`src/rtl/fifo_access_arb_if.sv`:
```
// Access bus between the FIFO requesters/consumer and fifo_access_arb.
// master = requester/FIFO side, slave = the arbiter.
interface fifo_access_arb_if #(
  parameter int DATA_WIDTH = 32
);
  logic                  req0;
  logic [DATA_WIDTH-1:0] din0;
  logic                  req1;
  logic [DATA_WIDTH-1:0] din1;
  logic                  req_rd;
  logic                  gnt0;
  logic                  gnt1;
  logic                  gnt_rd;
  logic                  fifo_wr_en;
  logic                  fifo_rd_en;
  logic [DATA_WIDTH-1:0] fifo_din;
  logic [3:0]            count;
  logic                  full;
  logic                  empty;
  logic                  err;

  modport master (
    output req0, din0, req1, din1, req_rd,
    input  gnt0, gnt1, gnt_rd, fifo_wr_en, fifo_rd_en, fifo_din,
           count, full, empty, err
  );

  modport slave (
    input  req0, din0, req1, din1, req_rd,
    output gnt0, gnt1, gnt_rd, fifo_wr_en, fifo_rd_en, fifo_din,
           count, full, empty, err
  );
endinterface

```
`src/rtl/fifo_access_arb.sv`:
```
// Round-robin scheduler sharing one FIFO access per cycle among two writers and one reader.
// Optional blocked-request pulse on err: define FIFO_ACCESS_ARB_ERR_EN.
module fifo_access_arb #(
  parameter int DATA_WIDTH = 32,
  parameter int DEPTH      = 8
) (
  input logic              clk,
  input logic              reset_n,
  fifo_access_arb_if.slave bus
);

  typedef enum logic [1:0] {IDLE, WR0, WR1, RD} state_t;

  localparam logic [3:0] DEPTH_C = 4'(DEPTH);

  state_t                r_state;
  state_t                w_state_next;
  state_t                r_last;
  state_t                w_last_next;
  logic [3:0]            r_count;
  logic [3:0]            w_count_next;
  logic                  w_full_next;
  logic                  w_empty_next;
  logic                  w_elig_w0;
  logic                  w_elig_w1;
  logic                  w_elig_rd;
  logic                  r_full;
  logic                  r_empty;
  logic [DATA_WIDTH-1:0] r_din;
  logic                  r_gnt0;
  logic                  r_gnt1;
  logic                  r_gnt_rd;
  logic                  r_wr_en;
  logic                  r_rd_en;

  // Occupancy once the access being driven this cycle has completed.
  // NOTE: every always_comb output gets a default first so no path can infer a latch.
  always_comb begin
    w_count_next = r_count;
    case (r_state)
      WR0, WR1: w_count_next = r_count + 4'd1;
      RD:       w_count_next = r_count - 4'd1;
      default:  w_count_next = r_count;
    endcase
    w_full_next  = (w_count_next == DEPTH_C);
    w_empty_next = (w_count_next == 4'd0);
    w_elig_w0    = bus.req0   & ~w_full_next  & (r_state != WR0);
    w_elig_w1    = bus.req1   & ~w_full_next  & (r_state != WR1);
    w_elig_rd    = bus.req_rd & ~w_empty_next & (r_state != RD);
  end

  // Search starts just after the last granted requester: W0 -> W1 -> RD -> W0.
  always_comb begin
    w_state_next = IDLE;
    case (r_last)
      WR0: begin
        if      (w_elig_w1) w_state_next = WR1;
        else if (w_elig_rd) w_state_next = RD;
        else if (w_elig_w0) w_state_next = WR0;
      end
      WR1: begin
        if      (w_elig_rd) w_state_next = RD;
        else if (w_elig_w0) w_state_next = WR0;
        else if (w_elig_w1) w_state_next = WR1;
      end
      default: begin
        if      (w_elig_w0) w_state_next = WR0;
        else if (w_elig_w1) w_state_next = WR1;
        else if (w_elig_rd) w_state_next = RD;
      end
    endcase
    w_last_next = (w_state_next == IDLE) ? r_last : w_state_next;
  end

  // NOTE: sequential state uses non-blocking assignments so every flop samples pre-edge values.
  always_ff @(posedge clk or negedge reset_n) begin
    if (!reset_n) begin
      r_state  <= IDLE;
      r_last   <= RD;
      r_count  <= 4'd0;
      r_full   <= 1'b0;
      r_empty  <= 1'b1;
      r_din    <= '0;
      r_gnt0   <= 1'b0;
      r_gnt1   <= 1'b0;
      r_gnt_rd <= 1'b0;
      r_wr_en  <= 1'b0;
      r_rd_en  <= 1'b0;
    end else begin
      r_state  <= w_state_next;
      r_last   <= w_last_next;
      r_count  <= w_count_next;
      r_full   <= w_full_next;
      r_empty  <= w_empty_next;
      r_gnt0   <= (w_state_next == WR0);
      r_gnt1   <= (w_state_next == WR1);
      r_gnt_rd <= (w_state_next == RD);
      r_wr_en  <= (w_state_next == WR0) | (w_state_next == WR1);
      r_rd_en  <= (w_state_next == RD);
      if (w_state_next == WR0)
        r_din <= bus.din0;
      else if (w_state_next == WR1)
        r_din <= bus.din1;
    end
  end

  // Strobes are dedicated flops rather than state decodes, so outputs stay glitch-free.
  assign bus.gnt0       = r_gnt0;
  assign bus.gnt1       = r_gnt1;
  assign bus.gnt_rd     = r_gnt_rd;
  assign bus.fifo_wr_en = r_wr_en;
  assign bus.fifo_rd_en = r_rd_en;
  assign bus.fifo_din   = r_din;
  assign bus.count      = r_count;
  assign bus.full       = r_full;
  assign bus.empty      = r_empty;

`ifdef FIFO_ACCESS_ARB_ERR_EN
  logic r_err;

  // A request that the occupancy rules cannot honour this edge.
  always_ff @(posedge clk or negedge reset_n) begin
    if (!reset_n)
      r_err <= 1'b0;
    else
      r_err <= ((bus.req0 | bus.req1) & w_full_next) | (bus.req_rd & w_empty_next);
  end

  assign bus.err = r_err;
`else
  assign bus.err = 1'b0;
`endif

endmodule

```
`src/flat_wrapper.sv`:
```
// flat-port wrapper written by rule: the top's interface ports become plain ports
module fifo_access_arb_flat 
#(
  parameter int DATA_WIDTH = 32,
  parameter int DEPTH      = 8
)
  (clk, reset_n, bus_req0, bus_din0, bus_req1, bus_din1, bus_req_rd, bus_gnt0, bus_gnt1, bus_gnt_rd, bus_fifo_wr_en, bus_fifo_rd_en, bus_fifo_din, bus_count, bus_full, bus_empty, bus_err);
  fifo_access_arb_if #(.DATA_WIDTH(DATA_WIDTH)) bus_i ();
  input logic clk;
  input logic reset_n;
  input wire logic [$bits(bus_i.req0)-1:0] bus_req0;
  input wire logic [$bits(bus_i.din0)-1:0] bus_din0;
  input wire logic [$bits(bus_i.req1)-1:0] bus_req1;
  input wire logic [$bits(bus_i.din1)-1:0] bus_din1;
  input wire logic [$bits(bus_i.req_rd)-1:0] bus_req_rd;
  output wire logic [$bits(bus_i.gnt0)-1:0] bus_gnt0;
  output wire logic [$bits(bus_i.gnt1)-1:0] bus_gnt1;
  output wire logic [$bits(bus_i.gnt_rd)-1:0] bus_gnt_rd;
  output wire logic [$bits(bus_i.fifo_wr_en)-1:0] bus_fifo_wr_en;
  output wire logic [$bits(bus_i.fifo_rd_en)-1:0] bus_fifo_rd_en;
  output wire logic [$bits(bus_i.fifo_din)-1:0] bus_fifo_din;
  output wire logic [$bits(bus_i.count)-1:0] bus_count;
  output wire logic [$bits(bus_i.full)-1:0] bus_full;
  output wire logic [$bits(bus_i.empty)-1:0] bus_empty;
  output wire logic [$bits(bus_i.err)-1:0] bus_err;
  assign bus_i.req0 = bus_req0;
  assign bus_i.din0 = bus_din0;
  assign bus_i.req1 = bus_req1;
  assign bus_i.din1 = bus_din1;
  assign bus_i.req_rd = bus_req_rd;
  assign bus_gnt0 = bus_i.gnt0;
  assign bus_gnt1 = bus_i.gnt1;
  assign bus_gnt_rd = bus_i.gnt_rd;
  assign bus_fifo_wr_en = bus_i.fifo_wr_en;
  assign bus_fifo_rd_en = bus_i.fifo_rd_en;
  assign bus_fifo_din = bus_i.fifo_din;
  assign bus_count = bus_i.count;
  assign bus_full = bus_i.full;
  assign bus_empty = bus_i.empty;
  assign bus_err = bus_i.err;
  fifo_access_arb #(.DATA_WIDTH(DATA_WIDTH), .DEPTH(DEPTH)) u_core (.clk(clk), .reset_n(reset_n), .bus(bus_i));
endmodule
```
`config.mk`:
```
export PLATFORM = sky130hd
export DESIGN_NAME = fifo_access_arb_flat
export DESIGN_NICKNAME = d
export VERILOG_FILES = /design/src/rtl/fifo_access_arb_if.sv /design/src/rtl/fifo_access_arb.sv /design/src/flat_wrapper.sv
export SDC_FILE = /design/constraint.sdc
export NUM_CORES = 1
export LEC_CHECK = 0
export ABC_AREA = 0
export CAP_MARGIN = 0
export CORE_AREA = 3 3 80 82
export DETAILED_ROUTE_END_ITERATION = 8
export DIE_AREA = 0 0 83 85
export PLACE_DENSITY = 0.9
export SLEW_MARGIN = 20
export SYNTH_ARGS = -nofsm -noshare
export SYNTH_HDL_FRONTEND = slang
export SYNTH_SLANG_ARGS = --single-unit
```
`constraint.sdc`:
```
create_clock -name clk -period 4.75 [get_ports clk]
set_clock_uncertainty 0.15 [all_clocks]
set_input_delay 1.1875 -clock clk [delete_from_list [all_inputs] [get_ports clk]]
set_output_delay 1.1875 -clock clk [all_outputs]
set_load 0.02 [all_outputs]
```
==> impl_results.md, run 1 <==
- Initial DRT Pass Iterations: 4
- Mapped cell area: 2366 um2
- Most frequent cells in the layout: clkdlybuf4s50_1 (110), dfrtp_1 (43), nor2_1 (37)
- Postcts setup bufs: 0
- Peak supply drop: 0.6847 mV
- Seq/Total Area, Yosys: 48.81%
- Via count: 1997
- Leading cell type in the layout, fill and taps excluded: clkdlybuf4s50_1
- Vias/cell: 4.919
- Total Neg Setup Slack: 0 ns
- Ys async rst share: 100.0%
- Initial Util: 40.68%
- Die area: 7055 um2
- Post-CTS resize count: 0
- Status: finished clean
- Largest net degree at the start of global routing: 66
- Top-level I/O count: 113
- Yosys top cell area share: 45.48%
- Fin crit period: 3.679 ns
- Clk buf depth: 2
- Crit path launch type: flop
- Clock sink total: 46
- Synth Area per Inst: 10.52 um2
- Min-delay src: u_core.r_last[0]$_DFFE_PN1P_
- Arr. time, crit path: 3.70 ns
- Setup ws final: 1.071 ns
- Top cell type by total area after synthesis: dfrtp_1
- CTS tree: done
- Setup CP Type: reg -> reg
- Inserted Clock Buffers: 5
- Seq cells post-synth: 46
- Power density over cell area: 889.3 nW/um2
- DR WL/cell: 14.16 um
- Number of flops mapped to enable cells by yosys: 0
- Layout Area Growth over Synthesis: 55.53%
- Die width: 83 um
- Final hold vios: 0
- Initial antenna violation count: 0
- Synth area leaders: dfrtp_1 (45%), mux2i_1 (15%), a21oi_1 (7.2%)
- Start point of the critical path: u_core.r_state[1]$_DFF_PN0_
- RSZ-0062 raised after global routing: false
- Main synth FF type: dfrtp_1
- Final HPWL from detailed placement: 4315 um
- Period utilisation layout: 77.45%
- Detailed Route Iter0 Violations: 41
- Sequential Area: 1155 um2
- Number of fill cells: 497
- Share of cells above drive strength 1: 7.251%
- First-pass GRT wire length: 9618 um
- Nets: 406
- Buffers on Ports: 111
- Max Clock Freq: 271.8 MHz
- Clock latency on the worst-skew pair: 0.30 ns
- CP endpoint kind: flop
- Std cell rows: 28
- Worst-Margin Slew: 0.5761 ns
- Die Ht: 85 um
- Crit Path Max Fanout: 28
- Worst-path clk slew: 0.08 ns
- ANT nets after route: 0
- DRC: 0
- Distinct cells, synth: 38
- Synth Instances: 225
- Placeable Area: 5816 um2
- Leak pwr: 1.477 nW
- H-tree depth: 2
- Ant diodes: 0
- Grt ovf: 0
- Worst-case headroom to the max-slew limit: 61.59%
- RD Place Congestion: 0.7796
- Total GRT Usage: 16.57%
- FF-to-FF Start: u_core.r_state[1]$_DFF_PN0_
- Synthesized net count: 301
- Synth warn: 0
- Worst Setup Slack post-DPL: 0.8358 ns
- Drt total wl: 5750 um
- Multi-input logic area: 1122 um2
- Max-slew violations: 0
- Hold WC Path Type: reg -> reg
- # hold bufs at CTS: 0
- Root buf cell: clkbuf_8
- Worst path required time: 4.77 ns
- Final setup vio count: 0
- Vias in the first global route: 2030
- Max-Cap Viols: 0
## power by group
group / total (mW) / leakage [nW] / internal (mW) / switching (mW)
registers: 0.781 / 0.522 / 0.632 / 0.150
clock network: 0.347 / 0.0683 / 0.211 / 0.136
logic: 2.14 / 0.886 / 0.973 / 1.17
## synthesized netlist by cell type, types with 2 or more instances
library cell	number
buf_4	2
nand2b_1	5
ha_1	7
xnor2_1	4
mux2i_1	36
inv_1	6
buf_1	5
clkbuf_1	7
dfrtp_1	43
o21ai_2	2
o211ai_1	3
o221ai_1	2
nor2_1	37
and3b_1	2
dfstp_2	3
a21oi_1	34
a311oi_1	2
nand2_1	5
## path summary, 6_finish.rpt
kind,to,slack [ns],depth (start not counted)
max,u_core.bus.fifo_din[13]$_DFFE_PN0P_,1.07,13
min,u_core.r_last[0]$_DFFE_PN1P_,0.36,2
max reg2reg,u_core.bus.fifo_din[13]$_DFFE_PN0P_,1.07,13
min reg2reg,u_core.r_last[0]$_DFFE_PN1P_,0.36,2
max in group asynchronous,u_core.bus.empty$_DFF_PN1_,3.32,1
min in group asynchronous,u_core.bus.fifo_din[8]$_DFFE_PN0P_,0.74,1
## layout make-up
class | count | area share, %
Inverter | 6 | 0.6120
Clock inverter | 3 | 1.870
Multi-Input combinational cell | 158 | 30.50
Sequential cell | 46 | 31.38
Timing Repair Buffer | 113 | 31.21
Clock buffer | 5 | 1.870
Tap cell | 75 | 2.550
## kinds of logic after synthesis
logic type	after synthesis	synth area share [%]
xor+xnor	4	1.481
compound gates	52	14.07
buf+inv	21	3.966
flops	46	48.81
fa+ha+maj	7	3.702
other cells	1	0.1585
mux	37	15.71
simple gates	57	12.11
## flip-flops by register name (all words and copies together) (netlist names)
register               count
u_core.bus.gnt_rd          1
u_core.bus.fifo_wr_en      1
u_core.r_last              2
u_core.bus.count           4
u_core.bus.full            1
u_core.r_state             2
u_core.bus.gnt1            1
u_core.bus.gnt0            1
u_core.bus.fifo_din       32
u_core.bus.empty           1
## through the flow
stage | utilization, % | hold WS (ns) | power (mW) | instance area, um2 | cells
5_1_grt | 63.27 | 0.3721 | 3.519 | 3680 | 406
4_1_cts | 63.23 | 0.3618 | 3.296 | 3677 | 406
6_report | 63.27 | 0.3591 | 3.273 | 3680 | 406
2_1_floorplan | - | 0.3040 | 2.216 | 2366 | 225
3_3_place_gp | 60.86 | 0.3334 | 2.869 | 3540 | 398
3_5_place_dp | 60.86 | 0.3465 | 2.936 | 3540 | 398
## routing by layer
layer,track usage [%],up-vias,wire (um)
met1,19.79,904,2370
met5,0,-,0
met3,6.117,6,503
met4,4.012,0,57
met2,28.50,82,2818
li1,-,1005,-
## worst max-delay path, stage by stage, from the launching register on
cell	delay, ns
dfrtp_1	0.66
nand2_1	0.13
xnor2_1	0.15
ha_1	0.21
and3b_1	0.22
nor4_4	0.36
o21ai_2	0.17
o221ai_1	0.27
o311ai_2	0.20
inv_1	0.14
ha_2	0.31
buf_12	0.25
mux2i_1	0.24
a21oi_1	0.09
No activity file was read; power rests on OpenSTA's default activity.
==> run 2: changes to the inputs <==
Clock period 4.75 ns to 3.75 ns, I/O delays scaled along.
==> impl_results.md, run 2 (synthesis gave the netlist of run 1 again) <==
- Clk buf depth: 2
- # hold bufs at CTS: 0
- Die Ht: 85 um
- Worst path required time: 3.77 ns
- Max Clock Freq: 291.3 MHz
- Hold Path Depth: 2
- DRC: 0
- Leak pwr: 1.474 nW
- Share of cells above drive strength 1: 8.060%
- Buffers on Ports: 111
- Final setup vio count: 0
- Inserted Clock Buffers: 5
- Vias in the first global route: 2083
- Period utilisation layout: 91.55%
- Std cell rows: 28
- Worst-path clk slew: 0.08 ns
- Placed Cells: 402
- Post-CTS resize count: 0
- CP endpoint kind: flop
- Placed instance area: 3570 um2
- Min-delay src: u_core.r_last[0]$_DFFE_PN1P_
- Hold Path End: u_core.r_last[0]$_DFFE_PN1P_
- Crit path launch type: flop
- FF-to-FF Start: u_core.bus.count[1]$_DFF_PN0_
- Max reg flops: 32
- Largest net degree at the start of global routing: 49
- Via count: 2044
- Nets: 410
- Grt ovf: 0
- Peak supply drop: 0.6260 mV
- Final HPWL from detailed placement: 4573 um
- Most frequent cells in the layout: clkdlybuf4s50_1 (110), dfrtp_1 (43), nor2_1 (37)
- Worst-case headroom to the max-slew limit: 61.26%
- Leading cell type in the layout, fill and taps excluded: clkdlybuf4s50_1
- Top-level I/O count: 113
- Max-slew violations: 0
- Fin cells: 410
- Ant diodes: 0
- Fin crit period: 3.433 ns
- Arr. time, crit path: 3.45 ns
- Die width: 83 um
- Worst-Margin Slew: 0.5812 ns
- Reg2reg path depth: 12
- Initial DRT Pass Iterations: 4
- Clock sink total: 46
- FF-to-FF setup slack: 0.32 ns
- Detailed Route Iter0 Violations: 98
- DR WL/cell: 14.46 um
- Hold WC Path Type: reg -> reg
- Drt total wl: 5930 um
- Worst Setup Slack post-DPL: 0.04757 ns
- Postcts setup bufs: 0
- Initial Util: 40.68%
- Final hold vios: 0
- Setup ws final: 0.3169 ns
- Initial antenna violation count: 0
- Root buf cell: clkbuf_8
- Layout Area Growth over Synthesis: 54.47%
- RD Place Congestion: 0.7787
- CTS tree: done
- Max-Cap Viols: 0
- Clock latency on the worst-skew pair: 0.29 ns
- Status: finished clean
- Crit Path Max Fanout: 23
- Power density over cell area: 1115 nW/um2
- Placeable Area: 5816 um2
- ANT nets after route: 0
- Worst reg2reg endpoint: u_core.bus.fifo_din[1]$_DFFE_PN0P_
- Layout Utilization: 62.84%
- Fin Hold WS: 0.3308 ns
- Total GRT Usage: 16.75%
- Vias/cell: 4.985
- Setup CP Type: reg -> reg
- Total Neg Setup Slack: 0 ns
- First-pass GRT wire length: 9660 um
- Die area: 7055 um2
- Post-route cell area: 3655 um2
- RSZ-0062 raised after global routing: false
- Pwr Total: 4.074 mW
- H-tree depth: 2
## run 2: critical path, stage by stage, from the launching register on
cell	delay, ns
dfrtp_1	0.45
xnor2_1	0.17
ha_1	0.22
and3b_1	0.23
nor4_4	0.37
o21ai_2	0.18
o221ai_1	0.24
o311ai_2	0.21
inv_1	0.15
ha_2	0.35
buf_12	0.24
mux2i_1	0.25
a21oi_1	0.10
## run 2: worst max path at each step
stage / from / to / slack [ns]
floorplan: u_core.r_state[1]$_DFF_PN0_ / u_core.bus.fifo_din[10]$_DFFE_PN0P_ / 0.06
global placement: bus_req0 / u_core.bus.fifo_din[19]$_DFFE_PN0P_ / 0.12
detailed placement: bus_req_rd / u_core.bus.fifo_din[31]$_DFFE_PN0P_ / 0.05
CTS: u_core.bus.count[1]$_DFF_PN0_ / u_core.bus.fifo_din[1]$_DFFE_PN0P_ / 0.30
global route: u_core.bus.count[1]$_DFF_PN0_ / u_core.bus.fifo_din[1]$_DFFE_PN0P_ / 0.11
finish: u_core.bus.count[1]$_DFF_PN0_ / u_core.bus.fifo_din[1]$_DFFE_PN0P_ / 0.32
## run 2: power by group
| part | switching [mW] | internal [mW] |
|---|---|---|
| Clock | 0.157 | 0.129 |
| Combinational | 1.54 | 1.29 |
| Sequential | 0.160 | 0.801 |
## run 2: final cells by class
class | count | area [um2]
sequential | 46 | 1155
inverter | 6 | 22.52
multi-input combinational | 158 | 1122
fill | 496 | 2161
clock inverter | 2 | 10.01
timing repair buffer | 117 | 1179
tap | 75 | 93.84
clock buffer | 6 | 72.57
## run 2: metal layers
layer / part of all wire (%) / vias up / track usage, %
met5: 0 / - / 0
met3: 9.8 / 9 / 7.476
li1: - / 1006 / -
met2: 48 / 86 / 27.77
met1: 40 / 943 / 19.70
met4: 1.5 / 0 / 4.903
